**src/rtl/drbg_sequence_transmitter.sv**
```systemverilog
`default_nettype none
// ============================================================================
// Module   : drbg_sequence_transmitter
// Purpose  : On an accepted frame start, snapshots the DRBG sequence number
//            and streams it as PREAMBLE, 4 sequence bytes (MSB first) and a
//            CRC-8 byte. The packet is repeated REPEAT times back-to-back.
// Revision : 1.0 - initial release
// ============================================================================
module drbg_sequence_transmitter #(
  parameter logic [7:0] PREAMBLE = 8'hA5,
  parameter int         REPEAT   = 2,
  parameter logic [7:0] CRC_POLY = 8'h07
) (
  input  logic        clk,
  input  logic        reset,
  input  logic        enable,
  input  logic        init_done,
  input  logic [31:0] sequence_internal,
  input  logic        frame_start,
  output logic [7:0]  out_byte,
  output logic        out_valid,
  input  logic        out_ready,
  output logic        busy,
  output logic        packet_done,
  output logic [7:0]  overrun_count,
  output logic [31:0] sequence_sent
);

  typedef enum logic [1:0] {
    S_IDLE     = 2'd0,
    S_PREAMBLE = 2'd1,
    S_PAYLOAD  = 2'd2,
    S_CRC      = 2'd3
  } state_t;

  localparam logic [3:0] c_last_rep = 4'(REPEAT - 1);

  state_t      r_state;
  state_t      w_next_state;
  logic [1:0]  r_idx;
  logic [1:0]  w_next_idx;
  logic [3:0]  r_rep;
  logic [3:0]  w_next_rep;
  logic [7:0]  r_crc;
  logic [31:0] r_seq;
  logic [7:0]  r_overrun;
  logic        r_done;
  logic        w_xfer;
  logic        w_start;
  logic        w_last;

  // CRC-8, MSB first over the whole word, zero init, no reflection, no final XOR
  function automatic logic [7:0] f_crc8(input logic [31:0] d);
    logic [7:0] crc;
    logic       fb;
    crc = 8'h00;
    for (int i = 31; i >= 0; i--) begin
      fb  = crc[7] ^ d[i];
      crc = {crc[6:0], 1'b0};
      if (fb) crc = crc ^ CRC_POLY;
    end
    return crc;
  endfunction

  assign w_xfer  = out_valid & out_ready;
  assign w_start = (r_state == S_IDLE) & frame_start & enable & init_done;
  assign w_last  = w_xfer & (r_state == S_CRC) & (r_rep == c_last_rep);

  // Next-state, counter and output-byte decode
  always_comb begin
    w_next_state = r_state;
    w_next_idx   = r_idx;
    w_next_rep   = r_rep;
    out_byte     = 8'h00;
    case (r_state)
      S_IDLE: begin
        if (w_start) begin
          w_next_state = S_PREAMBLE;
          w_next_rep   = 4'd0;
        end
      end
      S_PREAMBLE: begin
        out_byte = PREAMBLE;
        if (w_xfer) begin
          w_next_state = S_PAYLOAD;
          w_next_idx   = 2'd0;
        end
      end
      S_PAYLOAD: begin
        case (r_idx)
          2'd0:    out_byte = r_seq[31:24];
          2'd1:    out_byte = r_seq[23:16];
          2'd2:    out_byte = r_seq[15:8];
          default: out_byte = r_seq[7:0];
        endcase
        if (w_xfer) begin
          if (r_idx == 2'd3) w_next_state = S_CRC;
          else               w_next_idx   = r_idx + 2'd1;
        end
      end
      default: begin
        out_byte = r_crc;
        if (w_xfer) begin
          if (r_rep == c_last_rep) begin
            w_next_state = S_IDLE;
          end else begin
            w_next_state = S_PREAMBLE;
            w_next_rep   = r_rep + 4'd1;
          end
        end
      end
    endcase
  end

  // State, snapshot, completion pulse and overrun counter registers
  always_ff @(posedge clk) begin
    if (reset) begin
      r_state   <= S_IDLE;
      r_idx     <= 2'd0;
      r_rep     <= 4'd0;
      r_crc     <= 8'h00;
      r_seq     <= 32'h0;
      r_done    <= 1'b0;
      r_overrun <= 8'h00;
    end else begin
      r_state <= w_next_state;
      r_idx   <= w_next_idx;
      r_rep   <= w_next_rep;
      r_done  <= w_last;
      if (w_start) begin
        r_seq <= sequence_internal;
        r_crc <= f_crc8(sequence_internal);
      end
      // any frame start outside IDLE is a dropped frame
      if (frame_start && (r_state != S_IDLE) && (r_overrun != 8'hFF))
        r_overrun <= r_overrun + 8'd1;
    end
  end

  assign out_valid     = (r_state != S_IDLE);
  assign busy          = (r_state != S_IDLE);
  assign packet_done   = r_done;
  assign overrun_count = r_overrun;
  assign sequence_sent = r_seq;

endmodule
`default_nettype wire

```
**config.mk**
```make
export PLATFORM = sky130hd
export DESIGN_NAME = drbg_sequence_transmitter
export DESIGN_NICKNAME = d
export VERILOG_FILES = /design/src/rtl/drbg_sequence_transmitter.sv
export SDC_FILE = /design/constraint.sdc
export NUM_CORES = 1
export LEC_CHECK = 0
export ABC_AREA = 1
export BUFFER_PORTS_ARGS = -buffer_cell sky130_fd_sc_hd__buf_2
export CAP_MARGIN = 20
export CELL_PAD_IN_SITES_DETAIL_PLACEMENT = 1
export CELL_PAD_IN_SITES_GLOBAL_PLACEMENT = 1
export CORE_UTILIZATION = 37
export CTS_CLUSTER_DIAMETER = 50
export DETAILED_ROUTE_END_ITERATION = 12
export GPL_TIMING_DRIVEN = 0
export PLACE_DENSITY = 0.81
export SETUP_SLACK_MARGIN = 0.5
export SLEW_MARGIN = 20
export SYNTH_ARGS = -nofsm -noshare
export SYNTH_HDL_FRONTEND = slang
export SYNTH_SLANG_ARGS = --single-unit
```
**constraint.sdc**
```tcl
create_clock -name clk -period 2.3 [get_ports clk]
set_input_delay 0.23 -clock clk [delete_from_list [all_inputs] [get_ports clk]]
set_output_delay 0.23 -clock clk [all_outputs]
set_load 0.01 [all_outputs]
```
==> results of run 1 <==
-- metrics by stage --
stage	hold WS, ns	TNS, ns
detailed placement	0.487	-2.84
floorplan	0.358	0
CTS	0.154	0
global placement	0.474	-1.41
-- synth_stat cells (all sizes together), types with 3 or more instances --
master / count / share of area
o21ai: 52 / 0.067
a31oi: 6 / 0.0097
nand2: 225 / 0.24
or2: 3 / 0.0049
a21oi: 51 / 0.066
xnor2: 4 / 0.0091
inv: 84 / 0.082
buf: 5 / 0.0062
clkbuf: 13 / 0.013
nand3: 55 / 0.071
nor2: 34 / 0.034
nor3: 3 / 0.0039
ha: 11 / 0.036
a221oi: 4 / 0.0091
o32ai: 4 / 0.0091
dfxtp: 57 / 0.30
xor2: 12 / 0.029
-- what timing repair did --
action / 4_1_cts
endpoints found under the setup margin: 56
setup buffers: 44
resized for setup: 229
pin swaps: 111
hold buffers: 0
-- cell families after synthesis --
| family | synth area share |
|---|---|
| simple gates | 0.357 |
| compound gates | 0.171 |
| buf+inv | 0.103 |
| flops | 0.295 |
| xor+xnor | 0.0382 |
| fa+ha+maj | 0.0356 |
==> metrics, run 1 <==
status=stopped before the end; YS warnings=0; sequential fraction of the synthesis area=0.295; port bufs=87; htree depth=3; Mapped Cells=635; Num CTS Buffers=9; placed inst area=4740 µm²; top-level I/O count=89; Seq cells post-synth=57; RePlAce Congestion=0.903; Place WS=-0.378 ns; die width=104 µm; Synthesized Nets=684; asr flop ratio synth=0; Post-synth top flop=dfxtp_1; detailed placement HPWL=11400 µm; Synth cell types=33; FP Rows=36; die height=104 µm; antenna violations before repair=0; EDFF count, synth=0; Failed at=5_1_grt; stop err=[ERROR DPL-0033] detailed placement checks failed during check placement.; clock sink total=57; Cell Area, Synth=3860 µm²; Initial Utilization=0.388; largest net degree at the start of global routing=11; CTS Buffer Depth=2; worst ep type=sequential cell input; Syn Area/Cell=6.09 µm²; clock tree root driver cell=clkbuf_8; # placed instances=855; grt repair worst endpoint=r_crc[2]$_SDFFE_PP0P_/D
==> run 2: changes to the inputs <==
--- a/config.mk
+++ b/config.mk
@@ -8,14 +8,10 @@
 export ABC_AREA = 1
 export BUFFER_PORTS_ARGS = -buffer_cell sky130_fd_sc_hd__buf_2
 export CAP_MARGIN = 20
-export CELL_PAD_IN_SITES_DETAIL_PLACEMENT = 1
-export CELL_PAD_IN_SITES_GLOBAL_PLACEMENT = 1
-export CORE_UTILIZATION = 37
-export CTS_CLUSTER_DIAMETER = 50
+export CORE_UTILIZATION = 35
 export DETAILED_ROUTE_END_ITERATION = 12
 export GPL_TIMING_DRIVEN = 0
-export PLACE_DENSITY = 0.81
-export SETUP_SLACK_MARGIN = 0.5
+export PLACE_DENSITY_LB_ADDON = 0.15
 export SLEW_MARGIN = 20
 export SYNTH_ARGS = -nofsm -noshare
 export SYNTH_HDL_FRONTEND = slang
==> run 2 against run 1 <==
Net effect: the flow now finishes without violations; area after synthesis did not move; synthesized cell count did not move.
==> metrics, run 2 <==
Setup crit end kind=output port; Core Region=10800 µm²; area grow syn2layout=25.7%; # fillers=1164; Worst slew margin=0.631; max reg flops=32; Worst setup SP type=register; clock tree root driver cell=clkbuf_8; CP Data Arrival Time=2.00 ns; worst slew pin tran=0.553 ns; ratio of cells with drive above 1 in the final layout=0.249; maximum VDD drop=304 µV; worst setup margin=0.0673 ns; port bufs=87 (unchanged); CP bufs+invs=3; DR vias/cell=4.94; commonest non-fill, non-tap cell in the layout=nand2_1; EDFF count, synth=0 (unchanged); Final Cell Area=4860 µm²; sequential fraction of the synthesis area=0.295 (unchanged); Non-Filler Instances=880; post-synth top area share=0.295 (unchanged); area leader, netlist=dfxtp_1; worst-path fanout max=8; RePlAce Congestion=0.849 (-6.0%); RSZ-0062 raised after global routing=yes; slowest stage delay, CP=0.48 ns; fmax=448 MHz; grt total ovfl=0; Worst Clk Skew=0.00654 ns; die width=107 µm (+2.8%); top-count cell post-synth=nand2_1; Seq cells post-synth=57 (unchanged); FP Rows=38 (+5.6%); Routed Wire Length=12400 µm; routed len/inst=14.0 µm; Synthesized Nets=684 (unchanged); die area=11500 µm²; Clk Latency, worst-skew pair=0.35 ns; asr flop ratio synth=0 (unchanged); Setup Viol. Count Final=0; DRC=0; largest net degree at the start of global routing=11; critical path class=register to output port; ANT cells=0; DRT iter0 DRCs=297; crit path time final=2.23 ns; worst path cell trace=inv_1, ha_1, clkbuf_4, a221oi_1, o32ai_1, buf_2; antenna violations before repair=0; antenna-violating nets left=0; # placed instances=862 (+0.82%); status=finished clean; detailed placement HPWL=9870 µm (-14%); Syn Area/Cell=6.09 µm² (unchanged); die height=107 µm (+2.8%); fin crit share=0.971; YS warnings=0 (unchanged); Synth top cells by count=nand2_1, inv_1, dfxtp_1; Cell Area, Synth=3860 µm² (unchanged); Max-cap violations=0; Num CTS Buffers=9 (unchanged); final total negative setup slack=0 ns; top-level I/O count=89 (unchanged); Place WS=-0.365 ns (+0.0132 ns); Hold WC Path Type=input port to register; htree depth=3 (unchanged); Initial Utilization=0.358 (-0.0302); required time of the critical path=2.07 ns; Design Power=4.14 mW; fin nets=784; drt first pass iters=5; family with the most delay on the worst path=compound AO/OA/AOI/OAI gates; first-pass GRT wire length=19200 µm; Final Hold Fails=0; placed inst area=4480 µm² (-5.5%); CTS Buffer Depth=2 (unchanged); Pwr per Cell Area=852 nW/µm²; via count=4343; Final Max Tran Viols=0; hold_buf cts=0 (unchanged); CP max stage cell=a221oi_1; Synth cell types=33 (unchanged); Synth area leaders=dfxtp_1, nand2_1, inv_1; Leakage=2.56 nW; vias in the first global route=3857; Total GRT Usage=0.219; Mapped Cells=635 (unchanged); clock sink total=57 (unchanged); CTS tree=built; Clock transition at path regs=0.07 ns; Post-synth top flop=dfxtp_1; most frequent cells in the layout=nand2_1, buf_2, inv_1, dfxtp_1, a21oi_1
run 2: cell counts after synthesis:
Identical to the previous run, type by type.
run 2: metrics by stage:
stage          hold WS [ns]  utilization
2_1_floorplan         0.378            -
3_3_place_gp          0.478        0.415
3_5_place_dp          0.488        0.415
4_1_cts               0.160        0.439
5_1_grt               0.155        0.450
6_report              0.159        0.450
run 2: what timing repair did:
action | 4_1_cts | 5_1_grt
buffers inserted | 1 | 3
pin swaps | 1 | 9
setup endpoints to repair | 7 | 19
resized for setup | 5 | 39
run 2: area by class of cell:
type,instances,area (µm²),share of cell area
inverter,86,332,0.0682
tap,140,175,0.0361
clock buffer,11,141,0.0291
clock inverter,5,103,0.0211
sequential,57,1140,0.235
multi-input combinational,474,2430,0.500
buffer,16,70.1,0.0144
timing repair buffer,91,468,0.0963
run 2: per-layer routing:
layer  vias to the layer above  GRT usage  routed length [µm]
met3                        12     0.0614                 840
li1                       2240          -                   -
met2                       120      0.359                5740
met1                      1971      0.291                5670
met5                         -          0                   0
met4                         0     0.0362                 105
run 2: final timing paths:
| kind | from | slack (ns) | cells past startpoint | endpoint |
|---|---|---|---|---|
| worst max-delay path | r_idx[0] | 0.07 | 6 | out_byte[6] |
| worst min-delay path | sequence_internal[12] | 0.16 | 3 | sequence_sent[12] |
| worst max register to register | r_state[0] | 0.23 | 11 | r_rep[3] |
| worst min register to register | overrun_count[5] | 0.50 | 2 | overrun_count[5] |
run 2: kinds of logic after synthesis:
| kind of cell | Yosys count | share of synthesized area |
|---|---|---|
| fa+ha+maj | 11 | 0.0356 |
| flops | 57 | 0.295 |
| buf+inv | 104 | 0.103 |
| xor+xnor | 16 | 0.0382 |
| simple gates | 325 | 0.357 |
| compound gates | 122 | 0.171 |
run 2: power breakdown:
group          switching (mW)  internal [mW]
clock                   0.434          0.748
sequential              0.113           1.12
combinational            1.11          0.618
total                    1.66           2.48
run 2: tightest hold or removal path, stage by stage:
cell and delay (ns):
buf_2 0.12, inv_1 0.07, a21oi_1 0.06
(Power assumes the default switching activity.)
